File: src/rtl/pc_unit.sv
// Program counter with branch/jump/exception redirects and a one-deep pending
// redirect slot that holds a target captured while the fetch stage is stalled.
module pc_unit #(
  parameter int unsigned            WIDTH     = 12,
  parameter int unsigned            INC       = 1,
  parameter logic [WIDTH-1:0]       RESET_VEC = {WIDTH{1'b0}},
  parameter logic [WIDTH-1:0]       EXC_VEC   = 12'hF00
) (
  input  logic             clk,
  input  logic             clr,
  input  logic             stall,
  input  logic             br_taken,
  input  logic [WIDTH-1:0] br_target,
  input  logic             jmp,
  input  logic [WIDTH-1:0] jmp_target,
  input  logic             exc,
  output logic [WIDTH-1:0] pc,
  output logic [WIDTH-1:0] pc_next,
  output logic             pend,
  output logic             wrap
);

  typedef enum logic [0:0] {
    ST_RUN  = 1'b0,
    ST_PEND = 1'b1
  } state_t;

  localparam logic [WIDTH-1:0] INC_W = WIDTH'(INC);

  state_t           state_r;
  state_t           state_s;
  logic [WIDTH-1:0] pc_r;
  logic [WIDTH-1:0] pc_s;
  logic [WIDTH-1:0] pend_target_r;
  logic [WIDTH-1:0] pend_target_s;
  logic             wrap_r;
  logic             wrap_s;
  logic [WIDTH:0]   sum_s;
  logic             redirect_req_s;
  logic [WIDTH-1:0] redirect_tgt_s;

  // Branch wins over jump whenever both are requested in the same cycle.
  always_comb begin
    sum_s          = {1'b0, pc_r} + {1'b0, INC_W};
    redirect_req_s = br_taken | jmp;
    if (br_taken) begin
      redirect_tgt_s = br_target;
    end else begin
      redirect_tgt_s = jmp_target;
    end
  end

  // State register; clr takes effect only at a clock edge.
  always_ff @(posedge clk) begin
    if (clr) begin
      state_r <= ST_RUN;
    end else begin
      state_r <= state_s;
    end
  end

  // Next-state and datapath selection: exc > stall > branch > jump > increment.
  always_comb begin
    state_s       = state_r;
    pc_s          = pc_r;
    pend_target_s = pend_target_r;
    wrap_s        = 1'b0;
    if (exc) begin
      state_s       = ST_RUN;
      pc_s          = EXC_VEC;
      pend_target_s = {WIDTH{1'b0}};
    end else if (stall) begin
      if (redirect_req_s) begin
        state_s       = ST_PEND;
        pend_target_s = redirect_tgt_s;
      end else begin
        state_s = state_r;
      end
    end else begin
      state_s = ST_RUN;
      if (redirect_req_s) begin
        pc_s = redirect_tgt_s;
      end else begin
        case (state_r)
          ST_PEND: pc_s = pend_target_r;
          ST_RUN: begin
            pc_s   = sum_s[WIDTH-1:0];
            wrap_s = sum_s[WIDTH];
          end
          default: pc_s = pc_r;
        endcase
      end
    end
  end

  // Datapath registers.
  always_ff @(posedge clk) begin
    if (clr) begin
      pc_r          <= RESET_VEC;
      pend_target_r <= {WIDTH{1'b0}};
      wrap_r        <= 1'b0;
    end else begin
      pc_r          <= pc_s;
      pend_target_r <= pend_target_s;
      wrap_r        <= wrap_s;
    end
  end

  // Outputs decoded from registered state.
  always_comb begin
    pc      = pc_r;
    pc_next = sum_s[WIDTH-1:0];
    wrap    = wrap_r;
    case (state_r)
      ST_PEND: pend = 1'b1;
      ST_RUN:  pend = 1'b0;
      default: pend = 1'b0;
    endcase
  end

endmodule

File: config.mk
export PLATFORM = sky130hd
export DESIGN_NAME = pc_unit
export DESIGN_NICKNAME = d
export VERILOG_FILES = /design/src/rtl/pc_unit.sv
export SDC_FILE = /design/constraint.sdc
export NUM_CORES = 1
export LEC_CHECK = 0
export CORE_MARGIN = 2
export CORE_UTILIZATION = 25
export DETAILED_ROUTE_END_ITERATION = 8
export SETUP_SLACK_MARGIN = 0.2
export SYNTH_ARGS = -nofsm -noshare
export SYNTH_HDL_FRONTEND = slang
export SYNTH_SLANG_ARGS = --single-unit
export TNS_END_PERCENT = 5
File: constraint.sdc
create_clock -name clk -period 5.7 [get_ports clk]
set_clock_uncertainty 0.2 [all_clocks]
set_input_delay 1.14 -clock clk [delete_from_list [all_inputs] [get_ports clk]]
set_output_delay 1.14 -clock clk [all_outputs]
set_load 0.03 [all_outputs]
==> reports/qor.csv <==
stage,metric,value,unit
outcome,status,completed,
timing,Max Freq,0.266,GHz
min_path,WHS Endpoint,pend_target_r[10]$_SDFFE_PP0P_,
timing,final worst path period share,65.8,%
layout,ANT cells,0,
cts,CTS clock-pin slew for the worst setup and hold paths,0.09,ns
detailed_routing,DR iter-0 viols,94,
critical_path,r2r startpoint,state_r$_SDFFE_PP0N_,
synthesis,ys flop type,dfxtp_1,
floorplan,core area,6760,um2
timing,slew of the pin with the lowest slew margin,1.07,ns
critical_path,reg-to-reg endpoint,pc[6]$_SDFFE_PP0N_,
cts,Max clock buf depth,2,
cts,latest clock arrival within the worst-skew pair,0.27,ns
floorplan,Die ar.,7600,um2
floorplan,Starting Density,25.6,%
timing,final setup vio count,0,
detailed_routing,drt wl/cell,14.7,um
critical_path,CP endpoint kind,output port,
job,MaxCap Viol Count,0,
synthesis,cells after synthesis,206,
synthesis,Synth Register Bits,26,
synthesis,sequential area share after synthesis,30.1,%
placement,PortBufs,55,
timing,RSZ-0062 raised after global routing,no,
layout,final core occ,33.4,%
global_route,largest net degree at the start of global routing,27,
critical_path,kind of critical path,reg2out,
timing,minimum clock period after layout,3.75,ns
cts,CTS sink count,26,
detailed_routing,DRT Wirelength,4720,um
synthesis,synth warn,0,
layout,Post-Layout Cell Count,322,
synthesis,Synth Area in Compound Gates,23.5,%
synthesis,Post-synth EDFFs,0,
detailed_routing,# DRC,0,
critical_path,Arrival @ worst endpoint,2.41,ns
cts,CTS tree,built,
synthesis,Synthesized Nets,237,
global_route,initial antenna violation count,0,
min_path,hold path start,pend_target_r[10]$_SDFFE_PP0P_,
synthesis,Synth Area in Adders,0.723,%
detailed_routing,first-pass iteration count of the detailed router,4,
placement,Placer Congestion,0.787,
synthesis,Unique masters post-synth,40,
detailed_routing,Vias,1603,
cts,post-CTS sizing,0,
critical_path,Worst EP required,4.36,ns
layout,layout cells sized above 1,9.09,%
synthesis,multiplexer share of the synthesized area,8.89,%
critical_path,maximum fanout along the worst path,6,
timing,setup TNS,0,ns
synthesis,largest family of logic cells by synthesized area,compound AO/OA/AOI/OAI gates,
cts,hold_buf cts,0,
synthesis,Avg Inst Size Synth,8.40,um2
synthesis,XOR/XNOR Fraction of Synth Area,3.04,%
detailed_routing,vias per cell,4.98,
power_and_ir_drop,power per cell area,198,nW/um2
critical_path,register-to-register setup slack,3.68,ns
synthesis,Post-Synthesis Cell Area,1730,um2
layout,area grow syn2layout,30.6,%
timing,fin. max-slew vios,0,
min_path,Hold Path Depth,2,
global_route,total gr overflow,0,
cts,H-tree depth,1,
critical_path,Critical Path Start Type,flip-flop,
cts,TritonCTS Buffers,3,
global_route,vias in the first global route,1473,
placement,post-DP HPWL,3740,um
power_and_ir_drop,Leakage Power,0.792,nW
synthesis,ys async rst share,0,%
cts,Setup Buffers After CTS,0,
layout,Nets,274,
floorplan,Die W,87.2,um
global_route,first-pass GRT wire length,7380,um
cts,CTS Root Cell,clkbuf_8,
floorplan,I/O Pins,56,
floorplan,Rows,30,
critical_path,R2R cell count,4,
placement,Post-Place Cells,318,
synthesis,Simple-Gate Fraction of Synth Area,21.6,%
power_and_ir_drop,maximum VDD drop,77.8,uV
min_path,worst hold path class,reg2reg,
floorplan,Die Ht,87.2,um
global_route,GRT Util Overall,12.4,%
timing,worst relative slew slack,28.4,%
detailed_routing,Antenna Nets Post-Route,0,
timing,Final Hold Viols,0,
-- final cells by class --
cell class / instances / area, um2
multi-input combinational: 149 / 1000
sequential: 26 / 520
timing repair buffer: 56 / 558
clock buffer: 4 / 55.1
inverter: 7 / 26.3
fill: 719 / 4500
tap: 80 / 100
-- cell usage after synthesis, types with 2 or more instances --
cell | n | area share, %
a221oi_1 | 7 | 3.5
nand2b_1 | 6 | 2.2
a21oi_1 | 10 | 2.9
buf_2 | 3 | 0.87
nand2_1 | 7 | 1.5
a211oi_1 | 16 | 6.9
o31a_1 | 4 | 2.0
nor2_1 | 25 | 5.4
nor2b_1 | 3 | 1.1
xnor2_1 | 4 | 2.0
mux2i_1 | 12 | 6.9
nand3_1 | 8 | 2.3
dfxtp_1 | 26 | 30
xor2_1 | 2 | 1.0
o311ai_1 | 4 | 2.0
nor4_1 | 4 | 1.4
buf_6 | 2 | 1.3
inv_1 | 7 | 1.5
mux2_2 | 3 | 2.0
clkbuf_1 | 4 | 0.87
clkbuf_8 | 3 | 2.4
nor3_1 | 4 | 1.2
or2_2 | 7 | 2.5
o21ai_0 | 7 | 2.0
o31a_2 | 2 | 1.2
buf_4 | 12 | 5.2
-- worst max path at each step --
| stage | start | to | slack, ns |
|---|---|---|---|
| after floorplan | pc[1]$_SDFFE_PP0N_ | pc_next[8] | 2.65 |
| after global placement | br_taken | pend_target_r[5]$_SDFFE_PP0P_ | 1.97 |
| after detailed placement | br_taken | pend_target_r[5]$_SDFFE_PP0P_ | 1.87 |
| after CTS | pc[0]$_SDFFE_PP0N_ | pc_next[8] | 1.95 |
| after global routing | pc[0]$_SDFFE_PP0N_ | pc_next[8] | 1.85 |
| final | pc[0]$_SDFFE_PP0N_ | pc_next[8] | 1.95 |
-- worst max-delay path, cell delays in order (launching register included) --
cell,delay (ns)
dfxtp_1,0.47
ha_1,0.29
nand2_1,0.15
o31a_2,0.32
or2_2,0.31
clkdlybuf4s50_1,0.60
-- power breakdown --
part	total, mW	internal (mW)	switching (mW)
sequential	0.202	0.190	0.0117
clock	0.122	0.0618	0.0603
combinational	0.122	0.0587	0.0637
total	0.447	0.311	0.136
-- routing by layer --
layer	GRT usage, %	share of wire [%]	vias up
met1	18.0	49	735
li1	-	-	822
met2	18.6	45	44
met4	3.92	0.72	0
met3	2.37	5.4	2
met5	0	0	-
-- cell usage in the layout, fill, tap and decap left out, types with 4 or more instances in the layout --
cell type,Yosys,layout
clkdlybuf4s50_1,0,55
dfxtp_1,26,26
nor2_1,25,25
a211oi_1,16,16
mux2i_1,12,12
a21oi_1,10,10
nand3_1,8,8
inv_1,7,7
nand2_1,7,7
or2_2,7,7
a221oi_1,7,7
o21ai_0,7,7
nand2b_1,6,6
o31a_1,4,4
nor4_1,4,4
xnor2_1,4,4
o311ai_1,4,4
nor3_1,4,4
clkbuf_8,3,4
-- flip-flops by register name, summed over array words and instances (netlist names) --
name           flops
wrap               1
state_r            1
pend_target_r     12
pc                12
-- per-stage QoR --
stage / hold slack, ns / area [um2] / setup slack (ns) / power, mW
final: 0.298 / 2260 / 1.95 / 0.447
after global routing: 0.332 / 2260 / 1.85 / 0.469
after CTS: 0.300 / 2260 / 1.95 / 0.451
after detailed placement: 0.286 / 2200 / 1.87 / 0.329
after global placement: 0.284 / 2200 / 1.97 / 0.328
after floorplan: 0.273 / 1730 / 2.65 / 0.282
-- kinds of logic after synthesis --
family | after synthesis
mux | 15
xor+xnor | 6
fa+ha+maj | 1
buf+inv | 31
simple gates | 71
flops | 26
compound gates | 56
No activity file was read; power rests on OpenSTA's default activity.
